`src/rtl/debug_bus_bridge.sv`:
```
// Byte-serial debug command bridge: opcode, address and data bytes in,
// one 32-bit bus access out, response bytes back.
module debug_bus_bridge #(
  parameter int unsigned RX_TIMEOUT  = 100000,
  parameter int unsigned BUS_TIMEOUT = 1024
) (
  input  logic        i_clock,
  input  logic        i_reset_n,
  input  logic        i_rx_valid,
  input  logic [7:0]  i_rx_data,
  output logic        o_tx_valid,
  output logic [7:0]  o_tx_data,
  input  logic        i_tx_ready,
  output logic        o_bus_request,
  output logic        o_bus_rw,
  output logic [31:0] o_bus_address,
  output logic [31:0] o_bus_wdata,
  input  logic [31:0] i_bus_rdata,
  input  logic        i_bus_ready
);

  localparam int unsigned RXW = $clog2(RX_TIMEOUT + 1);
  localparam int unsigned BSW = $clog2(BUS_TIMEOUT + 1);
  localparam logic [RXW-1:0] RX_LAST  = RXW'(RX_TIMEOUT - 1);
  localparam logic [BSW-1:0] BUS_LAST = BSW'(BUS_TIMEOUT - 1);

  typedef enum logic [2:0] {
    S_IDLE,
    S_ADDR,
    S_DATA,
    S_BUS,
    S_RESP
  } state_t;

  state_t          state_q;
  logic            rw_q;
  logic [1:0]      cnt_q;
  logic [RXW-1:0]  gap_q;
  logic [BSW-1:0]  bus_cnt_q;
  logic            req_q;
  logic [31:0]     addr_q;
  logic [31:0]     wdata_q;
  logic            txv_q;
  logic [7:0]      txd_q;
  logic [23:0]     shift_q;
  logic [1:0]      left_q;

  assign o_bus_request = req_q;
  assign o_bus_rw      = rw_q;
  assign o_bus_address = addr_q;
  assign o_bus_wdata   = wdata_q;
  assign o_tx_valid    = txv_q;
  assign o_tx_data     = txd_q;

  always_ff @(posedge i_clock) begin
    if (!i_reset_n) begin
      state_q   <= S_IDLE;
      rw_q      <= 1'b0;
      cnt_q     <= '0;
      gap_q     <= '0;
      bus_cnt_q <= '0;
      req_q     <= 1'b0;
      addr_q    <= '0;
      wdata_q   <= '0;
      txv_q     <= 1'b0;
      txd_q     <= '0;
      shift_q   <= '0;
      left_q    <= '0;
    end else begin
      unique case (state_q)
        S_IDLE: begin
          txv_q <= 1'b0;
          if (i_rx_valid) begin
            if (i_rx_data == 8'h01 || i_rx_data == 8'h02) begin
              rw_q    <= (i_rx_data == 8'h01);
              cnt_q   <= '0;
              gap_q   <= '0;
              state_q <= S_ADDR;
            end else begin
              txv_q   <= 1'b1;
              txd_q   <= 8'hEE;
              left_q  <= '0;
              state_q <= S_RESP;
            end
          end
        end
        S_ADDR, S_DATA: begin
          if (i_rx_valid) begin
            gap_q <= '0;
            cnt_q <= cnt_q + 2'd1;
            // Little-endian: shifting in from the top lands byte 0 in [7:0]
            if (state_q == S_ADDR)
              addr_q <= {i_rx_data, addr_q[31:8]};
            else
              wdata_q <= {i_rx_data, wdata_q[31:8]};
            if (cnt_q == 2'd3) begin
              if (state_q == S_ADDR && rw_q) begin
                state_q <= S_DATA;
              end else begin
                state_q   <= S_BUS;
                req_q     <= 1'b1;
                bus_cnt_q <= '0;
              end
            end
          end else if (gap_q >= RX_LAST) begin
            gap_q   <= '0;
            state_q <= S_IDLE;
          end else begin
            gap_q <= gap_q + RXW'(1);
          end
        end
        S_BUS: begin
          if (i_bus_ready) begin
            req_q     <= 1'b0;
            bus_cnt_q <= '0;
            txv_q     <= 1'b1;
            state_q   <= S_RESP;
            if (rw_q) begin
              txd_q  <= 8'hA5;
              left_q <= 2'd0;
            end else begin
              txd_q   <= i_bus_rdata[7:0];
              shift_q <= i_bus_rdata[31:8];
              left_q  <= 2'd3;
            end
          end else if (bus_cnt_q >= BUS_LAST) begin
            req_q     <= 1'b0;
            bus_cnt_q <= '0;
            txv_q     <= 1'b1;
            txd_q     <= 8'hEF;
            left_q    <= 2'd0;
            state_q   <= S_RESP;
          end else begin
            bus_cnt_q <= bus_cnt_q + BSW'(1);
          end
        end
        S_RESP: begin
          if (i_tx_ready) begin
            if (left_q == 2'd0) begin
              txv_q   <= 1'b0;
              state_q <= S_IDLE;
            end else begin
              txd_q   <= shift_q[7:0];
              shift_q <= {8'h00, shift_q[23:8]};
              left_q  <= left_q - 2'd1;
            end
          end
        end
        default: state_q <= S_IDLE;
      endcase
    end
  end

endmodule
```
`config.mk`:
```
export PLATFORM = sky130hd
export DESIGN_NAME = debug_bus_bridge
export DESIGN_NICKNAME = d
export VERILOG_FILES = /design/src/rtl/debug_bus_bridge.sv
export SDC_FILE = /design/constraint.sdc
export NUM_CORES = 1
export LEC_CHECK = 0
export ABC_AREA = 1
export CAP_MARGIN = 40
export CORE_UTILIZATION = 46
export DETAILED_ROUTE_END_ITERATION = 10
export GPL_TIMING_DRIVEN = 0
export PLACE_DENSITY = 0.76
export SLEW_MARGIN = 20
export SYNTH_ARGS = -nofsm -noshare
export SYNTH_HDL_FRONTEND = slang
export SYNTH_SLANG_ARGS = --single-unit
```
`constraint.sdc`:
```
create_clock -name i_clock -period 1.4 [get_ports i_clock]
set_input_delay 0.21 -clock i_clock [delete_from_list [all_inputs] [get_ports i_clock]]
set_output_delay 0.21 -clock i_clock [all_outputs]
set_load 0.01 [all_outputs]
```
# ---- Word-level counts from Yosys, hierarchy flattened
# Cells that the tools add are included.
dict set report word_totals {
  reg_bits 134
  in_bits 45
  out_inout_bits 75
  word_cells 120
}
dict set report classes {
  n_addsub 4
  n_lt_le_gt_ge 2
  n_eq_ne 21
  n_mux 60
  bitwise_logic 1
  n_reduce_logical 20
}
# cell n
set op_table {}
lappend op_table {{2-to-1 mux 24 bit} 4}
lappend op_table {{2-to-1 mux 17 bit} 4}
lappend op_table {{2-to-1 mux 8 bit} 7}
lappend op_table {{2-to-1 mux 11 bit} 5}
lappend op_table {{one-hot mux 24 bit (2 select lines)} 1}
lappend op_table {{one-hot mux 17 bit (2 select lines)} 1}
lappend op_table {{2-to-1 mux 3 bit} 9}
lappend op_table {{one-hot mux 8 bit (3 select lines)} 1}
lappend op_table {{inequality test 2 bit, second input constant} 11}
lappend op_table {{one-hot mux 11 bit (2 select lines)} 1}
lappend op_table {{2-to-1 mux 2 bit} 10}
lappend op_table {{adder 17 x 1 -> 17 bit, second input constant} 1}
lappend op_table {{>= comparator 17 bit, second input constant} 1}
lappend op_table {{2-to-1 mux 1 bit} 12}
lappend op_table {{one-hot mux 3 bit (4 select lines)} 1}
lappend op_table {{AND reduction 3 bit} 4}
lappend op_table {{AND reduction 4 bit} 3}
lappend op_table {{AND reduction 6 bit} 2}
lappend op_table {{adder 11 x 1 -> 11 bit, second input constant} 1}
lappend op_table {{>= comparator 11 x 10 -> 1 bit, second input constant} 1}
lappend op_table {{AND reduction 5 bit} 2}
lappend op_table {{inequality test 3 bit, second input constant} 3}
lappend op_table {{equality test 8 x 1 -> 1 bit, second input constant} 1}
lappend op_table {{equality test 8 x 2 -> 1 bit, second input constant} 1}
lappend op_table {{other kinds (18)} 21}

# ---- Longest topological paths before layout
# Gate-level depths: netlist of the first run.
dict set report logic_depth {
  depth_word 6
  ltp_mapped 12
  depth_no_buf 12
}

# ---- Worst setup path before layout of the first run
# Ideal clock, no wire load.
dict set report synth_path {
  path_type {reg-to-reg}
  startpoint {reg state_q[1]}
  endpoint {reg bus_cnt_q[7]}
  setup_ns 0.116
  arrival_time_ns 1.345
  required_ns 1.284
  setup_slack_ns -0.061
  stages_incl_launch_ff 10
  path_buffers 0
  period_less_slack_ns 1.461
  path_cell_list {dfxtp_1 > inv_1 > nand2_4 > o21ai_0 > nor2_1 > nand2_2 > inv_2 > nand2_2 > nand2_4 > and3b_1}
}
dict set report synth_between {
  elab_chain_cells 4
  elab_cells_between_ends 11
  cone_classes {eq/ne (6); mux (1); reduce/logical (4)}
}
# item line
set synth_rtl {}
lappend synth_rtl {{from (decl)} 35} ;# state_t state_q;
lappend synth_rtl {{from (signal assigned)} 57} ;# state_q <= S_IDLE;
lappend synth_rtl {{from (signal assigned)} 78} ;# state_q <= S_ADDR;
lappend synth_rtl {{from (signal assigned)} 83} ;# state_q <= S_RESP;
lappend synth_rtl {{equality test 3 x 1 -> 1 bit or equality test 3 x 2 -> 1 bit (tied branches)} {70, 97}}
lappend synth_rtl {{OR reduction 2 bit or logical AND 1 bit (tied branches)} {70, 97}}
lappend synth_rtl {{inequality test 2 bit (no source line) or nonzero test 2 bit (tied branches)} n/a}
lappend synth_rtl {{AND reduction 4 bit (no source line)} n/a}
lappend synth_rtl {{to (signal assigned)} 134} ;# bus_cnt_q <= bus_cnt_q + BSW'(1);
lappend synth_rtl {{to (decl)} 39} ;# logic [BSW-1:0] bus_cnt_q;
# Parallel ways exist; a longest one is shown, timed or not.
# A chain may end at the register's enable or synchronous reset.

# ---- Worst setup path in the final report of the first run
dict set report layout_path {
  startpoint {reg state_q[0]}
  endpoint {reg gap_q[8]}
}
dict set report layout_between {
  elab_chain_cells 4
  elab_cells_between_ends 9
  cone_classes {eq/ne (4); mux (1); reduce/logical (4)}
}
# item line
set layout_rtl {}
lappend layout_rtl {{equality test 3 x 1 -> 1 bit or equality test 3 x 2 -> 1 bit (tied branches)} 70} ;# unique case (state_q)
lappend layout_rtl {{OR reduction 2 bit} 70}
lappend layout_rtl {{nonzero test 2 bit (no source line)} n/a}
lappend layout_rtl {{AND reduction 3 bit (no source line)} n/a}
lappend layout_rtl {{to (signal assigned)} 109} ;# gap_q <= gap_q + RXW'(1);
lappend layout_rtl {{to (decl)} 38} ;# logic [RXW-1:0] gap_q;
# Parallel ways exist; a longest one is shown, timed or not.

==> impl_metrics.ini, run 1 <==
[worst_setup_path]
crit_type = flip-flop to flip-flop
crit_required_ns = 1.75
r2r-start = state_q[0]
cp_slowest_stage_delay_ns = 0.37
start_kind = flip-flop
critPathMaxFanout = 6
path_buf_inv = 1
arrival_ns = 2.01
crit_path_top_delay_cell = dfxtp_4
crit_start = state_q[0]
crit_chain = nand2_4 -> nand2_4 -> nor2_4 -> nand2_4 -> a21oi_2 -> nand3_2 -> nand2_2 -> nand2_4 -> buf_6 -> nor3_2
end_kind = flip-flop
crit_top_cell = nand2_4
crit_family = simple AND/OR/NAND/NOR gates

[timing]
hold_slack_ns = 0.211
tns_ns = -10.47
rsz0062_at_grt = yes
min_period_ns = 1.66
hold_viol_final = 0
drv_slew = 0
final-setup-viol-count = 102
post-route-period-util_pct = 119
max_freq_mhz = 602
finClkSkew_ns = 0.0177
setup_ws_ns = -0.260
max_slew_margin_pct = 52.2
tightest_slew_ns = 0.717

[routing]
wl_met1_microns = 7960
wl_per_cell_microns = 16.4
final_antenna_net_count = 0
viasPerCell = 5.39
drtPass1Iterations = 5
dr_total_vias = 6249
drtIter0Drc = 533
route.top_layer_used = met4
drc = 0
wl_met2_microns = 9210
routed_wl_microns = 19000
wl_met3_microns = 1200

[grt]
grt_pass1_wl_microns = 28100
grt_usage_pct = 27.5
grt_pass1_vias = 5832
grt_start_max_net_pins = 17
overflow = 0
antenna_found_initial = 0

[power_and_ir_drop]
swShare_pct = 36.4
peakVddDrop_v = 0.00109
p_leak_uw = 0.00386
clkPwrFrac_pct = 29.5
p_seq_share_pct = 32.3
comb_power_share_pct = 38.3
p_per_area_nw_per_um2 = 1760
p_int_uw = 10000
power.switching_uw = 5750

[cells_and_area]
area_delta_synth_final_pct = 54.5
antennaDiodeCount = 0
drive_gt1_share_pct = 28.2
post-route-util_pct = 73.9
fillCellCount = 878
layout.nets = 1028

[clocking]
hold_buffers = 0
cts_root_buf = clkbuf_16
cts_buffers = 17
cts.clk_slew.worst_paths_ns = 0.06
clock_path_buffers = 2
cts_sinks = 134
cts-htree-levels = 4
clock_latency_ns = 0.43
cts_tree = done

[yosys]
netlist.area_leader.share_pct = 46.1
ys_warn_count = 0
syn_avg_cell_area_sq_um = 7.32
ys_types = 41
synth_top_area_cell = dfxtp_1
postSynthNetCount = 843
synth_area_sq_um = 5820
yosysSeqAreaShare_pct = 46.1
synth_seq_cells = 134
syn_inst = 794
netlist_top_cells_area = dfxtp_1, nand2_1, nor2_1

[placement]
port_buffers = 119
dp_hpwl_microns = 10800
place_congestion = 0.857
pre_cts_ws_ns = -0.732

[worst_hold_path]
min-delay-start = i_rx_data[0]
hp-class = input pin to flip-flop

[floorplan]
placeableCoreArea_sq_um = 12200
pin_count = 120
start_util_pct = 47.8
die_x_microns = 114
dieArea_sq_um = 13100
fp-row-count = 40
die_y_microns = 114

[flow_run]
cap_violations = 0

[status]
status = complete, but fails checks
violations = negative setup slack
cell type report:
class	count	area (sq um)	share of cell area [%]
tap	168	210	2.34
timing repair buffer	165	1540	17.1
buffer	38	290	3.23
clock buffer	20	467	5.19
multi-input combinational	576	3390	37.7
timing repair inverter	1	6.26	0.0696
sequential	134	2720	30.2
inverter	46	220	2.45
clock inverter	11	146	1.63
power groups by stage:
stage,sequential [uW],combinational (uW),clock (uW)
3_3_place_gp,5000,3980,0
6_report,5090,6040,4660
2_1_floorplan,5050,2470,0
5_1_grt,5160,6440,4830
4_1_cts,5000,5090,4650
3_5_place_dp,5000,4030,0
registers in the layout, indices dropped and copies added, names as in the netlist:
signal and count:
o_tx_data 8, o_tx_valid 1, o_bus_wdata 32, o_bus_request 1, shift_q 24, bus_cnt_q 11, o_bus_address 32, cnt_q 2
left_q 2, state_q 3, o_bus_rw 1, gap_q 17
per-stage QoR:
stage          cell area, sq um  power (uW)  instances
3_3_place_gp               7260        8980       1081
2_1_floorplan              5860        7520        794
6_report                   8980       15800       1159
4_1_cts                    8550       14700       1146
3_5_place_dp               7260        9030       1081
5_1_grt                    8980       16400       1159
per-layer routing:
metal	vias up	global-route usage, %
met5	-	0
met4	0	14.5
met3	56	7.73
met2	257	44.0
met1	2954	33.7
li1	2982	-
cell usage in the layout, fill, tap and decap left out, types with 7 or more instances in the layout:
| cell type | instances |
|---|---|
| buf_6 | 22 |
| clkbuf_16 | 17 |
| a31oi_1 | 16 |
| nor2_4 | 19 |
| nand2_2 | 15 |
| a21oi_1 | 47 |
| o21ai_0 | 42 |
| clkbuf_1 | 9 |
| nor2_2 | 21 |
| o21ai_2 | 23 |
| nand3_2 | 9 |
| o21ai_1 | 11 |
| nor2_1 | 108 |
| clkdlybuf4s50_1 | 35 |
| nand2_1 | 131 |
| nand3_1 | 51 |
| a21oi_2 | 11 |
| dlygate4sd2_1 | 84 |
| dfxtp_1 | 120 |
| inv_2 | 7 |
| buf_4 | 35 |
| dfxtp_2 | 8 |
| inv_1 | 29 |
| nand2_4 | 19 |
path summary, 6_finish.rpt:
| path | endpoint | slack [ns] | depth (start not counted) |
|---|---|---|---|
| setup / recovery | gap_q[8] | -0.26 | 10 |
| hold / removal | o_bus_address[24] | 0.21 | 3 |
| setup reg to reg | gap_q[8] | -0.26 | 10 |
| hold reg to reg | bus_cnt_q[8] | 0.45 | 2 |
logic make-up (layout without fill, tap and decap cells):
group	count (synthesis)	in the layout	synth area share [%]
AOI/OAI and AO/OA	160	160	14.7
and+or+nand+nor	405	405	30.7
DFF	134	134	46.1
xor gates and xnor gates	7	7	1.05
adders and majority gates	4	4	0.861
buffers and inverters	84	281	6.54
worst reg2reg max path: cells and delay by family (launching register included):
kind            cells  cell delay [ns]
compound gates      1             0.13
buf+inv             1             0.17
flops               1             0.37
simple gates        8             0.91
cell usage after synthesis, drive strengths merged:
library cell	number
clkbuf	18
dfxtp	134
nor2	149
nand3	63
clkinv	2
or2	7
xnor2	4
o21bai	3
nor4	1
and3b	1
a31oi	16
buf	20
nand2	169
a21oi	59
xor2	3
nor3	9
nand4	6
o31ai	1
o22ai	2
ha	4
a32o	1
o21ai	78
inv	44
repair_timing:
item,4_1_cts,5_1_grt
setup buffers,27,13
pin swaps,29,21
cloned,7,0
endpoints found under the setup margin,205,131
gates resized for setup,250,101
No activity file was read; power rests on OpenSTA's default activity.
==> inputs of run 2 (changes only) <==
CORE_UTILIZATION = 51   (was 46)
PLACE_DENSITY = 0.8   (was 0.76)
clock period = 1.7 ns   (was 1.4 ns; I/O delays follow)
==> run 2 against run 1 <==
  * The run still ends with negative setup slack left
  * Worst setup slack improved by 0.26 ns
  * Design area fell by 11%
  * Core utilization fell by 0.89 points
  * Sequential share of layout area rose by 3.4 points
==> impl_metrics.ini, run 2 (same netlist as run 1, synthesis figures left out) <==
[clocking]
clock_path_buffers = 2
clock_latency_ns = 0.43
cts_sinks = 134
cts_tree = done
cts_buffers = 17
cts.clk_slew.worst_paths_ns = 0.06
cts_root_buf = clkbuf_16
cts-htree-levels = 4

[placement]
place_congestion = 0.870
pre_cts_ws_ns = -0.493
dpl_cell_area_sq_um = 7180
dp.cells = 1053
port_buffers = 119
dp_hpwl_microns = 10500

[grt]
antenna_found_initial = 0
grt_pass1_vias = 5451
overflow = 0
grt_usage_pct = 27.3
grt_pass1_wl_microns = 25000
grt_start_max_net_pins = 17

[timing]
setup_ws_ns = -0.000678
min_period_ns = 1.70
hold_slack_ns = 0.185
post-route-period-util_pct = 100
finClkSkew_ns = 0.00894
max_slew_margin_pct = 55.6
drv_slew = 0
tightest_slew_ns = 0.665
final-setup-viol-count = 1
max_freq_mhz = 588
hold_viol_final = 0
rsz0062_at_grt = yes

[worst_setup_path]
crit_type = input pin to flip-flop
crit_required_ns = 2.05
start_kind = input pin
critPathMaxFanout = 10
end_kind = flip-flop
arrival_ns = 2.05

[routing]
routed_wl_microns = 15900
final_antenna_net_count = 0
drtPass1Iterations = 5
drtIter0Drc = 413
dr_total_vias = 5888
viasPerCell = 5.37
wl_per_cell_microns = 14.5
drc = 0

[cells_and_area]
drive_gt1_share_pct = 13.9
area_delta_synth_final_pct = 37.8
antennaDiodeCount = 0
mostFrequentLayoutCells = nand2_1, nor2_1, dfxtp_1
fin_area_sq_um = 8020
layout.nets = 993
layout_commonest_cell = nand2_1
final_cells = 1097

[floorplan]
placeableCoreArea_sq_um = 11000
fp-row-count = 38
die_y_microns = 109
pin_count = 120
die_x_microns = 109
start_util_pct = 53.0
dieArea_sq_um = 11800

[power_and_ir_drop]
p_leak_uw = 0.00317
swShare_pct = 34.7
p_seq_share_pct = 35.4
peakVddDrop_v = 0.00119
power.switching_uw = 3990
p_int_uw = 7510
comb_power_share_pct = 31.9
finalPower_uw = 11500
p_per_area_nw_per_um2 = 1440
clkPwrFrac_pct = 32.7

[worst_hold_path]
hp-class = input pin to flip-flop

[flow_run]
cap_violations = 0

[status]
status = complete, but fails checks
violations = negative setup slack
-- run 2: cell types whose count changed in the layout (fill, tap and decap cells not counted), sizes merged, moves of 3 or more --
| cell | change |
|---|---|
| dlymetal6s2s | +3 |
| dlygate4sd2 | -84 |
| inv | +3 |
| clkdlybuf4s50 | +81 |
| clkinv | -4 |
| buf | -35 |
-- run 2: layout make-up --
cell class,instances,area [sq um]
Buffer,38,221
Inverter,46,183
Timing Repair Buffer,131,1310
Tap cell,140,175
Sequential cell,134,2690
Clock buffer,20,457
Fill cell,852,2970
Multi-Input combinational cell,576,2830
Clock inverter,12,141
-- run 2: through the flow --
step	util (%)	TNS [ns]
floorplan	-	0
global placement	65.4	-36.03
detailed placement	65.4	-37.52
CTS	71.6	0
global route	73.0	-0.458
finish	73.0	-0.000678
-- run 2: worst paths after layout --
check | start | to | slack, ns | cells after the start
max | i_reset_n | cnt_q[1] | -0.0007 | 4
min reg2reg | bus_cnt_q[8] | bus_cnt_q[8] | 0.44 | 2
max reg2reg | bus_cnt_q[0] | state_q[2] | 0.08 | 11
min | i_rx_data[3] | o_bus_address[27] | 0.19 | 3
-- run 2: worst max-delay path, cell delays in order --
cell and delay (ns):
clkdlybuf4s50_1 0.76, clkinv_1 0.40, clkbuf_1 0.40, a21oi_1 0.23
-- run 2: timing repair --
action | 4_1_cts | 5_1_grt
setup buffers | 5 | 7
cloned | 0 | 0
setup endpoints to repair | 39 | 93
pin swaps | 4 | 11
hold buffers | 0 | 0
gates resized for setup | 9 | 46
-- run 2: routing by layer --
| metal | global-route usage, % | vias to the layer above | share of wire (%) |
|---|---|---|---|
| met2 | 44.1 | 206 | 47 |
| met5 | 0 | - | 0 |
| li1 | - | 2921 | - |
| met1 | 34.1 | 2723 | 44 |
| met3 | 6.81 | 38 | 6.5 |
| met4 | 12.7 | 0 | 2.4 |
-- run 2: power groups by stage --
stage	Clock (uW)	Combinational [uW]	Sequential, uW
after floorplan	0	2010	4150
after global placement	0	3240	4100
after detailed placement	0	3290	4100
after CTS	3750	3430	4050
after global routing	3890	4050	4130
final	3760	3670	4070
